File: config.mk
export PLATFORM = sky130hd
export DESIGN_NAME = fpa_align
export DESIGN_NICKNAME = d
export VERILOG_FILES = /design/src/rtl/fpa_pkg.sv /design/src/rtl/fpa_rshift_sticky.sv /design/src/rtl/fpa_align.sv
export SDC_FILE = /design/constraint.sdc
export NUM_CORES = 1
export LEC_CHECK = 0
export CAP_MARGIN = 10
export CORE_UTILIZATION = 24
export DETAILED_ROUTE_END_ITERATION = 10
export GPL_TIMING_DRIVEN = 0
export PLACE_DENSITY = 0.43
export SYNTH_ARGS = -nofsm -noshare
export SYNTH_HDL_FRONTEND = slang
export SYNTH_SLANG_ARGS = --single-unit
export TNS_END_PERCENT = 50
File: constraint.sdc
create_clock -name clk -period 3.2 [get_ports clk]
set_clock_uncertainty 0.05 [all_clocks]
set_input_delay 0.32 -clock clk [delete_from_list [all_inputs] [get_ports clk]]
set_output_delay 0.32 -clock clk [all_outputs]
set_load 0.005 [all_outputs]
File: src/rtl/fpa_pkg.sv
// Shared binary32 constants and the unpacked-operand type for the FP datapath.
package fpa_pkg;
  localparam int EXP_W  = 8;
  localparam int FRAC_W = 23;
  localparam int MANT_W = 27;
  localparam logic [EXP_W-1:0] EXP_MAX = 8'hFF;

  typedef struct packed {
    logic              sign;
    logic [EXP_W-1:0]  exp;
    logic [MANT_W-1:0] sig;
    logic              is_nan;
    logic              is_inf;
  } operand_t;

  // Denormals take exponent 1 and a zero hidden bit so they line up with normals.
  function automatic operand_t unpack(input logic [31:0] x, input logic flip);
    operand_t o;
    o.sign   = x[31] ^ flip;
    o.exp    = (x[30:23] == '0) ? 8'd1 : x[30:23];
    o.sig    = {(x[30:23] != '0), x[22:0], 3'b000};
    o.is_nan = (x[30:23] == EXP_MAX) && (x[22:0] != '0);
    o.is_inf = (x[30:23] == EXP_MAX) && (x[22:0] == '0);
    return o;
  endfunction
endpackage

File: src/rtl/fpa_rshift_sticky.sv
// Right shift of a 27-bit significand with every bit shifted out folded into bit 0.
module fpa_rshift_sticky
  import fpa_pkg::*;
(
  input  logic [MANT_W-1:0] data_i,
  input  logic [EXP_W-1:0]  amt_i,
  output logic [MANT_W-1:0] data_o
);
  logic [MANT_W-1:0] stage_w [0:5];

  assign stage_w[0] = data_i;

  // Each binary stage ORs its own lost bits into bit 0; later stages carry that sticky along.
  for (genvar gi = 0; gi < 5; gi++) begin : g_stage
    localparam int SH = 1 << gi;
    logic sticky;
    assign sticky = |stage_w[gi][SH-1:0];
    assign stage_w[gi+1] = amt_i[gi]
      ? ((stage_w[gi] >> SH) | {{(MANT_W-1){1'b0}}, sticky})
      : stage_w[gi];
  end

  assign data_o = (|amt_i[7:5]) ? {{(MANT_W-1){1'b0}}, |data_i} : stage_w[5];
endmodule

File: src/rtl/fpa_align.sv
// Two-stage operand alignment ahead of the FP adder: unpack/compare/swap, then shift and flag.
module fpa_align
  import fpa_pkg::*;
(
  input  logic              clk,
  input  logic              rst_n,
  input  logic              in_valid,
  output logic              in_ready,
  input  logic [31:0]       a,
  input  logic [31:0]       b,
  input  logic              inp_op,
  output logic              out_valid,
  input  logic              out_ready,
  output logic              sign_big,
  output logic              sign_small,
  output logic [EXP_W-1:0]  exp_out,
  output logic [MANT_W-1:0] mant_big,
  output logic [MANT_W-1:0] mant_small,
  output logic              eff_sub,
  output logic              is_nan,
  output logic              is_inf,
  output logic              inf_sign
);
  logic v1_q, v2_q, adv1, adv2;

  assign adv2     = !v2_q || out_ready;
  assign adv1     = !v1_q || adv2;
  assign in_ready = adv1;

  // Stage 1: unpack, sign fix, magnitude compare and swap.
  operand_t op_a, op_b, big_d;
  logic a_big_d;
  logic small_sign_d, small_nan_d, small_inf_d;
  logic [MANT_W-1:0] small_sig_d;
  logic [EXP_W-1:0] dist_d;

  assign op_a    = unpack(a, 1'b0);
  assign op_b    = unpack(b, inp_op);
  assign a_big_d = {op_a.exp, op_a.sig[25:3]} >= {op_b.exp, op_b.sig[25:3]};

  always_comb begin
    big_d        = op_a;
    small_sign_d = op_b.sign;
    small_sig_d  = op_b.sig;
    small_nan_d  = op_b.is_nan;
    small_inf_d  = op_b.is_inf;
    dist_d       = op_a.exp - op_b.exp;
    if (!a_big_d) begin
      big_d        = op_b;
      small_sign_d = op_a.sign;
      small_sig_d  = op_a.sig;
      small_nan_d  = op_a.is_nan;
      small_inf_d  = op_a.is_inf;
      dist_d       = op_b.exp - op_a.exp;
    end
  end

  operand_t big_q;
  logic a_big_q, small_sign_q, small_nan_q, small_inf_q;
  logic [MANT_W-1:0] small_sig_q;
  logic [EXP_W-1:0] dist_q;

  always_ff @(posedge clk) begin
    if (!rst_n) begin
      v1_q         <= 1'b0;
      big_q        <= '0;
      a_big_q      <= 1'b0;
      small_sign_q <= 1'b0;
      small_sig_q  <= '0;
      small_nan_q  <= 1'b0;
      small_inf_q  <= 1'b0;
      dist_q       <= '0;
    end else begin
      if (adv1) v1_q <= in_valid;
      if (adv1 && in_valid) begin
        big_q        <= big_d;
        a_big_q      <= a_big_d;
        small_sign_q <= small_sign_d;
        small_sig_q  <= small_sig_d;
        small_nan_q  <= small_nan_d;
        small_inf_q  <= small_inf_d;
        dist_q       <= dist_d;
      end
    end
  end

  // Stage 2: alignment shift and special-value flags.
  logic [MANT_W-1:0] shifted_w;
  logic nan_d, inf_d, inf_sign_d, a_inf, a_sign, b_sign;

  fpa_rshift_sticky u_rshift (
    .data_i (small_sig_q),
    .amt_i  (dist_q),
    .data_o (shifted_w)
  );

  assign nan_d = big_q.is_nan || small_nan_q ||
                 (big_q.is_inf && small_inf_q && (big_q.sign != small_sign_q));
  assign inf_d = (big_q.is_inf || small_inf_q) && !nan_d;
  // The infinity sign prefers operand a, so undo the swap here.
  assign a_inf      = a_big_q ? big_q.is_inf : small_inf_q;
  assign a_sign     = a_big_q ? big_q.sign   : small_sign_q;
  assign b_sign     = a_big_q ? small_sign_q : big_q.sign;
  assign inf_sign_d = inf_d && (a_inf ? a_sign : b_sign);

  logic sign_big_q, sign_small_q, eff_sub_q, is_nan_q, is_inf_q, inf_sign_q;
  logic [EXP_W-1:0] exp_q;
  logic [MANT_W-1:0] mant_big_q, mant_small_q;

  always_ff @(posedge clk) begin
    if (!rst_n) begin
      v2_q         <= 1'b0;
      sign_big_q   <= 1'b0;
      sign_small_q <= 1'b0;
      exp_q        <= '0;
      mant_big_q   <= '0;
      mant_small_q <= '0;
      eff_sub_q    <= 1'b0;
      is_nan_q     <= 1'b0;
      is_inf_q     <= 1'b0;
      inf_sign_q   <= 1'b0;
    end else begin
      if (adv2) v2_q <= v1_q;
      if (adv2 && v1_q) begin
        sign_big_q   <= big_q.sign;
        sign_small_q <= small_sign_q;
        exp_q        <= big_q.exp;
        mant_big_q   <= big_q.sig;
        mant_small_q <= shifted_w;
        eff_sub_q    <= big_q.sign ^ small_sign_q;
        is_nan_q     <= nan_d;
        is_inf_q     <= inf_d;
        inf_sign_q   <= inf_sign_d;
      end
    end
  end

  assign out_valid  = v2_q;
  assign sign_big   = sign_big_q;
  assign sign_small = sign_small_q;
  assign exp_out    = exp_q;
  assign mant_big   = mant_big_q;
  assign mant_small = mant_small_q;
  assign eff_sub    = eff_sub_q;
  assign is_nan     = is_nan_q;
  assign is_inf     = is_inf_q;
  assign inf_sign   = inf_sign_q;
endmodule

# Word-level counts from Yosys, hierarchy flattened
# Index checks and enable logic that the tools add are counted.
classes:
  n_reduce_logical: 32
  n_lt_le_gt_ge: 1
  eq_ne: 3
  n_bitwise: 7
  add_sub_neg: 2
  n_mux: 18
ops:
  columns: ["op", "count"]
  rows:
  - ["27-bit 2-to-1 mux", 7]
  - ["23-bit zero test", 2]
  - ["23-bit nonzero test", 2]
  - ["38-bit 2-to-1 mux", 1]
  - ["31-bit greater-or-equal comparator", 1]
  - ["27-bit OR reduction", 1]
  - ["26-bit by 1-bit bitwise OR with 26-bit output", 1]
  - ["25-bit by 1-bit bitwise OR with 25-bit output", 1]
  - ["8-bit 2-to-1 mux", 3]
  - ["23-bit by 1-bit bitwise OR with 23-bit output", 1]
  - ["19-bit by 1-bit bitwise OR with 19-bit output", 1]
  - ["8-bit == test (second input constant)", 2]
  - ["8-bit zero test", 2]
  - ["8-bit nonzero test", 2]
  - ["16-bit OR reduction", 1]
  - ["8-bit subtractor", 2]
  - ["11-bit by 1-bit bitwise OR with 11-bit output", 1]
  - ["1-bit logical AND", 10]
  - ["8-bit OR reduction", 1]
  - ["1-bit 2-to-1 mux", 7]
  - ["1-bit logical OR", 5]
  - ["4-bit OR reduction", 1]
  - ["1-bit zero test", 3]
  - ["3-bit OR reduction", 1]
  - ["3 further kinds", 4]
word_totals:
  regBits: 147
  input_bits: 69
  elab_cells: 85
  output_inout_bits: 70

# Depth between registers and ports, before layout
# Gate-level depths: netlist of run 1.
depth:
  word_depth: 15
  mapped_depth: 14

# Modules after synthesis
# A second synthesis of run 1 with hierarchy kept.
hier_totals:
  hier_cells: 1052
  area_unflattened_um2: 8752.1
modules_own_cells:
  columns: ["module", "cells_each", "seq_area_each_um2", "area_each_um2", "instances"]
  rows:
  - ["fpa_align", 841, 2742.6, 7128.1, 1]
  - ["fpa_rshift_sticky", 211, 0.0, 1624.1, 1]

# Least setup slack after synthesis of run 1
# OpenSTA, ideal clock, no wires.
synth_path:
  path_type: "in2reg"
  start: "in b[23]"
  end: "reg dist_q[7]"
  t_arrival_ns: 2.875
  path_buffers: 1
  setup_slack_ns: 0.196
  stages: 12
  path_cell_list: "nor4_1 -> a21oi_1 -> ha_1 -> a21oi_1 -> o21ai_0 -> a221o_1 -> a221oi_2 -> o311a_2 -> buf_6 -> mux2_4 -> a211o_1 -> o211ai_1"
synth_via:
  elab_chain_cells: 4
  word_cells_on_any_way: 6
  classes_between: "add/sub: 2; order compare: 1; mux: 2; reduce/logical: 1"
synth_rtl:
  columns: ["item", "line", "source"]
  rows:
  - ["start: declaration", "fpa_align.sv:10", "input logic [31:0] b,"]
  - ["8-bit zero test", "fpa_pkg.sv:20", "o.exp = (x[30:23] == '0) ? 8'd1 : x[30:23];"]
  - ["8-bit 2-to-1 mux *", "fpa_pkg.sv:20", null]
  - ["31-bit greater-or-equal comparator, or another cell as far along", "fpa_align.sv:39", "assign a_big_d = {op_a.exp, op_a.sig[25:3]} >= {op_b.exp, op_b.sig[25:3]};"]
  - ["8-bit 2-to-1 mux *", "fpa_align.sv:48", "if (!a_big_d) begin"]
  - ["end signal: assignment", "fpa_align.sv:82", "dist_q <= dist_d;"]
  - ["end: declaration", "fpa_align.sv:61", "logic [EXP_W-1:0] dist_q;"]
# Mark *: on every way between the ends. The rest lies on a longest branch, timed or not.
# A chain may end at the register's enable or synchronous reset.

# Final worst setup path of run 1
layout_path:
  start: "in b[2]"
  end: "reg dist_q[7]"
layout_via:
  elab_chain_cells: 2
layout_rtl:
  columns: ["item", "line"]
  rows:
  - ["31-bit greater-or-equal comparator", "fpa_align.sv:39"]
  - ["8-bit 2-to-1 mux", "fpa_align.sv:48"]
# Every way passes these cells.

==> metrics.md, run 1 <==
| Metric | Value |
|---|---|
| Final net count | `1249` |
| Setup TNS | `0 ns` |
| RD Place Congestion | `0.8822` |
| Antenna viol nets, final | `0` |
| Post-synth cell types | `61` |
| Max VDD drop | `398.1 uV` |
| Via count | `7654` |
| Placement Rows | `67` |
| Clk Latency, worst-skew pair | `0.43 ns` |
| GRT Residual Overflow | `0` |
| Critical Path RT | `3.51 ns` |
| Critical path data arrival time | `3.44 ns` |
| Global Route met3 Usage | `2.814%` |
| Simple-Gate Fraction of Synth Area | `17.53%` |
| Final Hold Fails | `0` |
| Buffers on Ports | `135` |
| Tot Pwr | `5.408 mW` |
| Ys async rst share | `0%` |
| Pleak | `4.262 nW` |
| Final worst path period need | `3.137 ns` |
| Initial DRC Count | `411` |
| WHS | `0.2653 ns` |
| CP Max Fanout | `11` |
| Num ports | `139` |
| Number of synthesized flops with an enable pin | `0` |
| Post-synthesis sequential area ratio | `33.41%` |
| Share of layout cells above drive strength 1 | `10.08%` |
| Largest net degree at the start of global routing | `17` |
| Max-cap violation count | `0` |
| CTS tree | `built` |
| Die height | `186.9 um` |
| Diode count | `0` |
| Largest family of logic cells by synthesized area | `compound AO/OA/AOI/OAI gates` |
| Routing usage on met1 | `23.35%` |
| Num Clock Sinks | `137` |
| Die span in x | `186.9 um` |
| Area share of fa/ha/maj cells after synthesis | `6.432%` |
| DP HPWL | `23640 um` |
| Die area | `0.03495 sq mm` |
| Power density over the cells | `488.9 mW/mm^2` |
| Mapped Cells | `977` |
| First-pass DRT Iterations | `5` |
| Drt total wl | `29750 um` |
| DRC | `0` |
| Antenna violations before repair | `0` |
| Tot GR Track Use | `16.91%` |
| Slowest-stage cell, CP | `clkdlybuf4s50_1` |
| CTS max path bufs | `2` |
| Final setup viols | `0` |
| Final period utilization | `98.04%` |
| Fmax | `318.7 MHz` |
| Avg Vias per Cell | `4.787` |
| FF+latch count, synth | `137` |
| Slew @ Worst Pin | `0.8946 ns` |
| CP Capture Type | `flop` |
| Hold WC Path Type | `in -> reg` |
| Crit path cell chain | `clkdlybuf4s50_1, inv_1, ha_1, a21oi_1, a21o_1, a311oi_1, o41ai_2, o311a_4, buf_12, mux2_4, a211o_1, o211ai_1` |
| Final Instance Count excl. Fillers | `1599` |
| Post-Syn Area | `0.008209 sq mm` |
| Clk root buf | `clkbuf_16` |
| Area grow syn2layout | `34.75%` |
| Synthesis Warnings | `0` |
| Hold_buf cts | `0` |
| CP Class | `in -> reg` |
| Post-layout util | `32.91%` |
| Max_slew headroom | `40.36%` |
| Outcome | `complete, no violations` |
| Inserted Clock Buffers | `17` |
| Dpl cells | `1562` |
| Busiest grt layer | `met2` |
| Synth Area in XOR/XNOR | `0.6401%` |
| Starting density of the core | `24.42%` |
| Worst stage delay on the critical path | `0.63 ns` |
| Avg Inst Size Synth | `8.402 sq um` |
| Drt wl/cell | `18.61 um` |
| Fraction of synthesized area in multiplexers | `17.31%` |
| Core ar. | `0.03362 sq mm` |
| Grt met2 use | `27.18%` |
| Vias in the first global route | `7380` |
| First-pass GRT wire length | `45250 um` |
| Clock Pin Slew Worst Setup and Hold Paths | `0.06 ns` |
| Synth Area in Compound Gates | `17.59%` |
| Top_reg_cell synth | `dfxtp_1` |
| Final Max Slew Viols | `0` |
| H-tree depth | `4` |
| Critical path launch point type | `input pin` |
cells in the final DEF (no fill, tap or decap), types with 18 or more instances in the layout:
cell / Yosys / routed
clkbuf_16: 0 / 19
inv_1: 41 / 41
mux2i_1: 91 / 77
nand2_1: 102 / 102
nor2_1: 125 / 125
a211oi_1: 63 / 62
a21oi_1: 83 / 82
clkbuf_1: 64 / 63
nor4_1: 22 / 18
ha_1: 39 / 39
clkdlybuf4s50_1: 0 / 119
dfxtp_1: 137 / 137
logic make-up (layout without fill, tap and decap cells):
logic type | after synthesis | after routing
and+or+nand+nor | 322 | 322
AOI/OAI and AO/OA | 222 | 222
DFF | 137 | 137
buffers and inverters | 128 | 300
muxes | 120 | 120
adders and majority gates | 41 | 41
xor gates and xnor gates | 6 | 6
other | 1 | 3
critical path, delay by kind of cell:
| family | cells | cell delay (ns) |
|---|---|---|
| compound gates | 7 | 1.58 |
| mux | 1 | 0.35 |
| fa+ha+maj | 1 | 0.31 |
| buf+inv | 3 | 0.87 |
layer usage:
metal  vias to the layer above  wire length (um)  share of wire, %
met1                      3628             14630                49
met4                         0               333               1.1
met2                       175             13700                46
li1                       3827                 -                 -
met3                        24              1098               3.7
met5                         -                 0                 0
power breakdown:
group / internal, mW / total, mW / switching [mW] / leakage [nW]
clock: 1.34 / 2.14 / 0.796 / 0.307
combinational: 0.605 / 1.36 / 0.758 / 2.83
sequential: 1.81 / 1.91 / 0.0922 / 1.12
total: 3.76 / 5.41 / 1.65 / 4.26
synthesized netlist by cell type (all sizes together), types with 2 or more instances:
master / number / area, sq um
a31oi: 2 / 12.51
dfxtp: 137 / 2743
mux4: 16 / 360.4
o22ai: 4 / 25.02
o211ai: 6 / 45.04
nand2: 102 / 382.9
nor2: 125 / 469.2
mux2i: 91 / 910.9
mux2: 13 / 150.1
or3: 4 / 25.02
nand3b: 3 / 22.52
inv: 42 / 157.7
fa: 2 / 40.04
nor3: 11 / 55.05
nor4: 23 / 150.1
and2: 3 / 18.77
nand4: 16 / 100.1
xor2: 2 / 17.52
xnor2: 4 / 35.03
o41ai: 2 / 17.52
nand3: 13 / 65.06
clkbuf: 64 / 240.2
a21oi: 83 / 415.4
a221oi: 6 / 58.80
nand2b: 7 / 43.79
nor3b: 2 / 15.01
or4: 2 / 15.01
buf: 22 / 180.2
a22oi: 10 / 75.07
nor2b: 8 / 50.05
a21o: 14 / 105.1
o21ai: 19 / 95.09
a211oi: 63 / 473.0
ha: 39 / 488.0
layout make-up:
| class | count | area [sq um] |
|---|---|---|
| multi-input cells | 714 | 5130 |
| well taps | 448 | 560.5 |
| plain buffers | 86 | 442.9 |
| clock buffers | 20 | 456.7 |
| fillers | 3541 | 22550 |
| clock inverters | 11 | 168.9 |
| repair buffers | 141 | 1403 |
| flip-flops and latches | 137 | 2743 |
| inverters | 42 | 157.7 |
worst paths after layout:
kind,from,to,slack [ns],cells after the start
setup / recovery,b[2],dist_q[7],0.06,12
hold / removal,b[26],big_q[32],0.27,3
setup reg to reg,dist_q[1],mant_small[0],0.21,9
hold reg to reg,sign_small,sign_small,0.40,2
state kept, by name, summed over array words and instances (netlist names), 8 cells and up:
name and count:
mant_small 27, small_sig_q 24, mant_big 24, exp_out 8, dist_q 8, big_q 35
timing repair:
action	4_1_cts	5_1_grt
pin swaps	3	5
resized for setup	35	37
endpoints found under the setup margin	69	65
setup buffers	1	3
cloned	0	2
stage by stage:
stage	instance area, sq um	setup WS [ns]
finish	11060	0.06272
global route	11060	-0.008112
CTS	10860	0.01104
detailed placement	10130	-1.014
global placement	10130	-1.077
floorplan	8217	0.1956
Note: power is estimated with default switching activity, not from simulation.
==> inputs of run 2 (changes only) <==
- CORE_UTILIZATION: 24 -> 49
- PLACE_DENSITY: 0.43 -> 0.77
==> run 2 against run 1 <==
- combinational power is 4% lower
- register-to-register slack worse by 0.07 ns
- worst hold slack better by 0.057 ns
- first-iteration DRC count up 54%
- non-clock buffer count fell by 1
- clock power decreased by 12%
- highest routed layer unchanged
==> metrics.md, run 2 (same netlist as run 1, synthesis figures left out) <==
| Metric | Value |
|---|---|
| Max FFs per register | `35 (unchanged)` |
| Drt total wl | `25380 um (-15%)` |
| Max VDD drop | `387.8 uV (-2.6%)` |
| Critical Path RT | `3.44 ns (-0.07 ns)` |
| Final Max Slew Viols | `0 (unchanged)` |
| Final worst path period need | `3.111 ns (-0.02580 ns)` |
| Clock share of power | `37.1% (-2.4 points)` |
| Critical path data arrival time | `3.35 ns (-0.09 ns)` |
| Fill count | `1401 (-60%)` |
| Diode count | `0 (unchanged)` |
| Placement Rows | `46 (-31%)` |
| First-pass GRT wire length | `39550 um (-13%)` |
| Final period utilization | `97.23% (-0.81 points)` |
| Area grow syn2layout | `29.83%` |
| CP Max Fanout | `11 (unchanged)` |
| Clk root buf | `clkbuf_16` |
| Fmax | `321.4 MHz (+0.83%)` |
| Int Power | `3.480 mW (-7.5%)` |
| Dpl cells | `1330 (-15%)` |
| Num ports | `139 (unchanged)` |
| Drt wl/cell | `18.57 um (-0.22%)` |
| Largest net degree at the start of global routing | `17 (unchanged)` |
| Clk Latency, worst-skew pair | `0.43 ns (about the same)` |
| Inserted Clock Buffers | `17 (unchanged)` |
| Num Clock Sinks | `137 (unchanged)` |
| Hold_buf cts | `0 (unchanged)` |
| CTS max path bufs | `2 (unchanged)` |
| Biggest register | `big_q` |
| Vias in the first global route | `7554 (+2.4%)` |
| Slew @ Worst Pin | `1.248 ns (+0.3532 ns)` |
| Tot GR Track Use | `28.93% (+12 points)` |
| Hold WC Path Type | `in -> reg` |
| Antenna violations before repair | `0 (unchanged)` |
| CP Class | `in -> reg` |
| CTS tree | `built` |
| Initial DRC Count | `634 (+54%)` |
| WHS | `0.3219 ns (+0.05658 ns)` |
| Avg Vias per Cell | `5.842 (+22%)` |
| Buffers on Ports | `135 (unchanged)` |
| Clock Pin Slew Worst Setup and Hold Paths | `0.06 ns (about the same)` |
| Share of layout cells above drive strength 1 | `9.470% (-0.61 points)` |
| Outcome | `complete, no violations` |
| CP Capture Type | `flop` |
| Placed cell areas | `0.009838 sq mm (-2.9%)` |
| Die height | `131.4 um (-30%)` |
| Most frequent cells in the layout | `dfxtp_1, nor2_1, clkdlybuf4s50_1` |
| Max_slew headroom | `14.66% (-26 points)` |
| Core ar. | `0.01612 sq mm (-52%)` |
| P_sw | `1.623 mW (-1.4%)` |
| Layout Cell Area excl Fill | `0.01066 sq mm (-3.7%)` |
| Pleak | `4.255 nW (-0.16%)` |
| RD Place Congestion | `0.9591 (+8.7%)` |
| Area of the multi-input gates | `0.005069 sq mm (-1.2%)` |
| Via count | `7986 (+4.3%)` |
| DRC | `0 (unchanged)` |
| First-pass DRT Iterations | `5 (unchanged)` |
| Antenna viol nets, final | `0 (unchanged)` |
| Die area | `0.01728 sq mm (-51%)` |
| Register area | `0.002743 sq mm (unchanged)` |
| Seq pwr share | `37.2% (+2.0 points)` |
| Critical path launch point type | `input pin` |
| Most common cell after layout, fill and taps aside | `dfxtp_1` |
| Final setup viols | `0 (unchanged)` |
| Post-layout util | `66.13% (+33 points)` |
| Max-cap violation count | `0 (unchanged)` |
| H-tree depth | `4 (unchanged)` |
| Logic gate share of total power | `25.7% (+0.5 points)` |
| Sw frac | `31.81% (+1.4 points)` |
| GRT Residual Overflow | `0 (unchanged)` |
| Power density over the cells | `478.8 mW/mm^2 (-2.1%)` |
| Final Instance Count excl. Fillers | `1367 (-15%)` |
| Final net count | `1248 (-0.080%)` |
| Final Hold Fails | `0 (unchanged)` |
| Die span in x | `131.4 um (-30%)` |
| Starting density of the core | `50.94% (+27 points)` |
| Setup TNS | `0 ns (unchanged)` |
| DP HPWL | `19390 um (-18%)` |
## run 2: changes by cell type in the layout (fill, tap and decap cells not counted), moves of 3 or more
cell / previous run / this run
clkinvlp_4: 1 / 5
dlymetal6s2s_1: 1 / 9
clkbuf_2: 6 / 0
mux2i_2: 8 / 11
mux2i_4: 6 / 3
bufinv_16: 4 / 1
## run 2: critical path: stages
cell and delay [ns]:
dlygate4sd2_1 0.31, nor4_4 0.38, a21oi_2 0.14, ha_1 0.20, a21oi_1 0.15, o21ai_0 0.10
a221o_1 0.33, a221oi_2 0.30, o311a_4 0.26, buf_8 0.16, buf_12 0.17, clkbuf_16 0.17
mux2i_4 0.26, a211oi_1 0.10
## run 2: final timing paths
path | end | depth (start not counted) | slack, ns | from
worst max-delay path | small_sig_q[12] | 14 | 0.09 | b[29]
worst min-delay path | big_q[30] | 3 | 0.32 | a[24]
worst max register to register | mant_small[0] | 9 | 0.14 | dist_q[1]
worst min register to register | mant_big[26] | 2 | 0.40 | big_q[28]
## run 2: routing by layer
| layer | part of all wire [%] | GRT usage, % | routed length [um] |
|---|---|---|---|
| met2 | 46 | 45.94 | 11650 |
| met1 | 43 | 37.46 | 10900 |
| met3 | 7.4 | 5.671 | 1880 |
| met5 | 0 | 0 | 0 |
| met4 | 3.7 | 14.21 | 950 |
## run 2: power by group through the flow
stage | logic [mW] | clock network, mW | registers (mW)
global route | 1.40 | 1.97 | 1.91
CTS | 1.26 | 1.90 | 1.90
global placement | 1.22 | 0 | 1.93
finish | 1.31 | 1.89 | 1.90
detailed placement | 1.23 | 0 | 1.93
floorplan | 0.801 | 0 | 1.91
## run 2: metrics by stage
stage	worst slack [ns]	power, mW
floorplan	0.1956	2.713
global placement	-0.9733	3.146
detailed placement	-1.001	3.160
CTS	0.0007090	5.050
global route	-0.03526	5.289
finish	0.08852	5.103
## run 2: final cells by class
| cell class | instances | share of cell area (%) |
|---|---|---|
| Multi-Input combinational cell | 714 | 47.56 |
| Timing Repair Buffer | 140 | 13.32 |
| Inverter | 42 | 1.479 |
| Buffer | 86 | 4.015 |
| Sequential cell | 137 | 25.73 |
| Clock inverter | 15 | 1.362 |
| Tap cell | 216 | 2.536 |
| Clock buffer | 17 | 3.992 |
## run 2: timing repair
item                       4_1_cts  5_1_grt
gates resized for setup         28       20
setup endpoints to repair       69       67
gates cloned                     0        1
pin swaps                        3        4
setup buffers                    2        2
==> variant: new RTL, settings of run 2 <==
Reset style: asynchronous (`rst_n`), changed in 2 clocked blocks.
--- a/src/rtl/fpa_align.sv
+++ b/src/rtl/fpa_align.sv
@@ -60,7 +60,7 @@
   logic [MANT_W-1:0] small_sig_q;
   logic [EXP_W-1:0] dist_q;
 
-  always_ff @(posedge clk) begin
+  always_ff @(posedge clk or negedge rst_n) begin
     if (!rst_n) begin
       v1_q         <= 1'b0;
       big_q        <= '0;
@@ -107,7 +107,7 @@
   logic [EXP_W-1:0] exp_q;
   logic [MANT_W-1:0] mant_big_q, mant_small_q;
 
-  always_ff @(posedge clk) begin
+  always_ff @(posedge clk or negedge rst_n) begin
     if (!rst_n) begin
       v2_q         <= 1'b0;
       sign_big_q   <= 1'b0;
Formal check against the unedited RTL: differs if rst_n is asserted again (counterexample within 4 cycles, from zero or initial values and one cycle with rst_n low); with rst_n held inactive, the same outputs for 4 cycles.
==> variant against run 2 <==
Sequential cell count rose by 1. Worst setup slack got worse by 21 ps. Critical path depth down 1. Power grew 30%. Area after synthesis up 3.2%. Wire length down 6.2%. Design area grew 2.7%. Critical endpoint is now dist_q[5]. Highest routed layer unchanged.
==> variant: results (changes against run 2) <==
Run status
  • Status: finished, final reports clean

Clock tree
  • # resized after CTS: 30 (+7.1%)
  • Hold_buf cts: 1 (+1)

STA
  • Hold WS: 270.4 ps (-51.46 ps)
  • Relative slew slack: 47.89% (+33 points)

Yosys
  • Top post-synthesis cells by count: dfrtp_1 (138), nand2_1 (113), o21ai_0 (111)
  • Synth Area in Compound Gates: 15.18% (-2.4 points)
  • Ys flop type: dfrtp_1
  • Mux share of post-synthesis cell area: 17.49% (+0.17 points)

Drt
  • Detailed-route via count: 7462 (-6.6%)
  • DRT met1 WL: 10390 um (-4.7%)
  • Wirelength per Cell: 18.34 um (-1.2%)
  • DRT iter0 DRCs: 562 (-11%)

Critical path
  • Worst Path Max Fanout: 6 (-5)
  • Critical path's largest stage delay: 540 ps (+160 ps)
  • Slowest CP cell: clkdlybuf4s50_1
  • Worst reg2reg path depth: 10 (+1)
  • Worst R2R Setup Slack: 320 ps (+180 ps)

Global routing
  • Global-route wire length before repair: 38620 um (-2.4%)
  • Largest net degree at the start of global routing: 71 (+54)
  • Vias in the first global route: 7442 (-1.5%)
  • Routing usage on met1: 36.94% (-0.52 points)
  • Met3 usage: 5.061% (-0.61 points)
  • Met2 Use GR: 45.92% (about the same)

Placement
  • DP HPWL: 18300 um (-5.6%)

Pwr
  • Seq pwr: 2.32 mW (+22%)
  • Internal power: 4.449 mW (+28%)
  • Combinational Power: 2.30 mW (+76%)

Cells and area
  • Register Area: 0.003453 mm2 (+26%)
  • Clock network area share: 5.416% (+0.063 points)
  • Number of signal-net buffers in the layout: 214 (-5.3%)
  • Filler cells: 1413 (+0.86%)

Worst hold path
  • WHS Endpoint: big_q[32]
  • Hold_sp: b[26]
[variant: stage by stage]
| stage | setup TNS, ps | setup slack [ps] | power [mW] | std cells | cell area, um2 |
|---|---|---|---|---|---|
| 5_1_grt | 0 | 4.587 | 6.960 | 1298 | 10950 |
| 4_1_cts | 0 | 1.838 | 6.594 | 1295 | 10840 |
| 2_1_floorplan | 0 | 148.3 | 3.592 | 901 | 8479 |
| 3_3_place_gp | -555580 | -3665 | 4.522 | 1256 | 10110 |
| 3_5_place_dp | -52320 | -956.0 | 4.562 | 1257 | 10130 |
| 6_report | 0 | 67.33 | 6.611 | 1298 | 10950 |
[variant: worst max path at each step]
stage / depth (start not counted) / end / slack (ps)
final: 13 / dist_q[5] / 70
after global routing: 13 / dist_q[5] / 5
after CTS: 15 / dist_q[4] / 2
after detailed placement: 15 / big_q[36] / -960
after global placement: 1 / exp_out[4] / -3670
after floorplan: 11 / dist_q[5] / 150
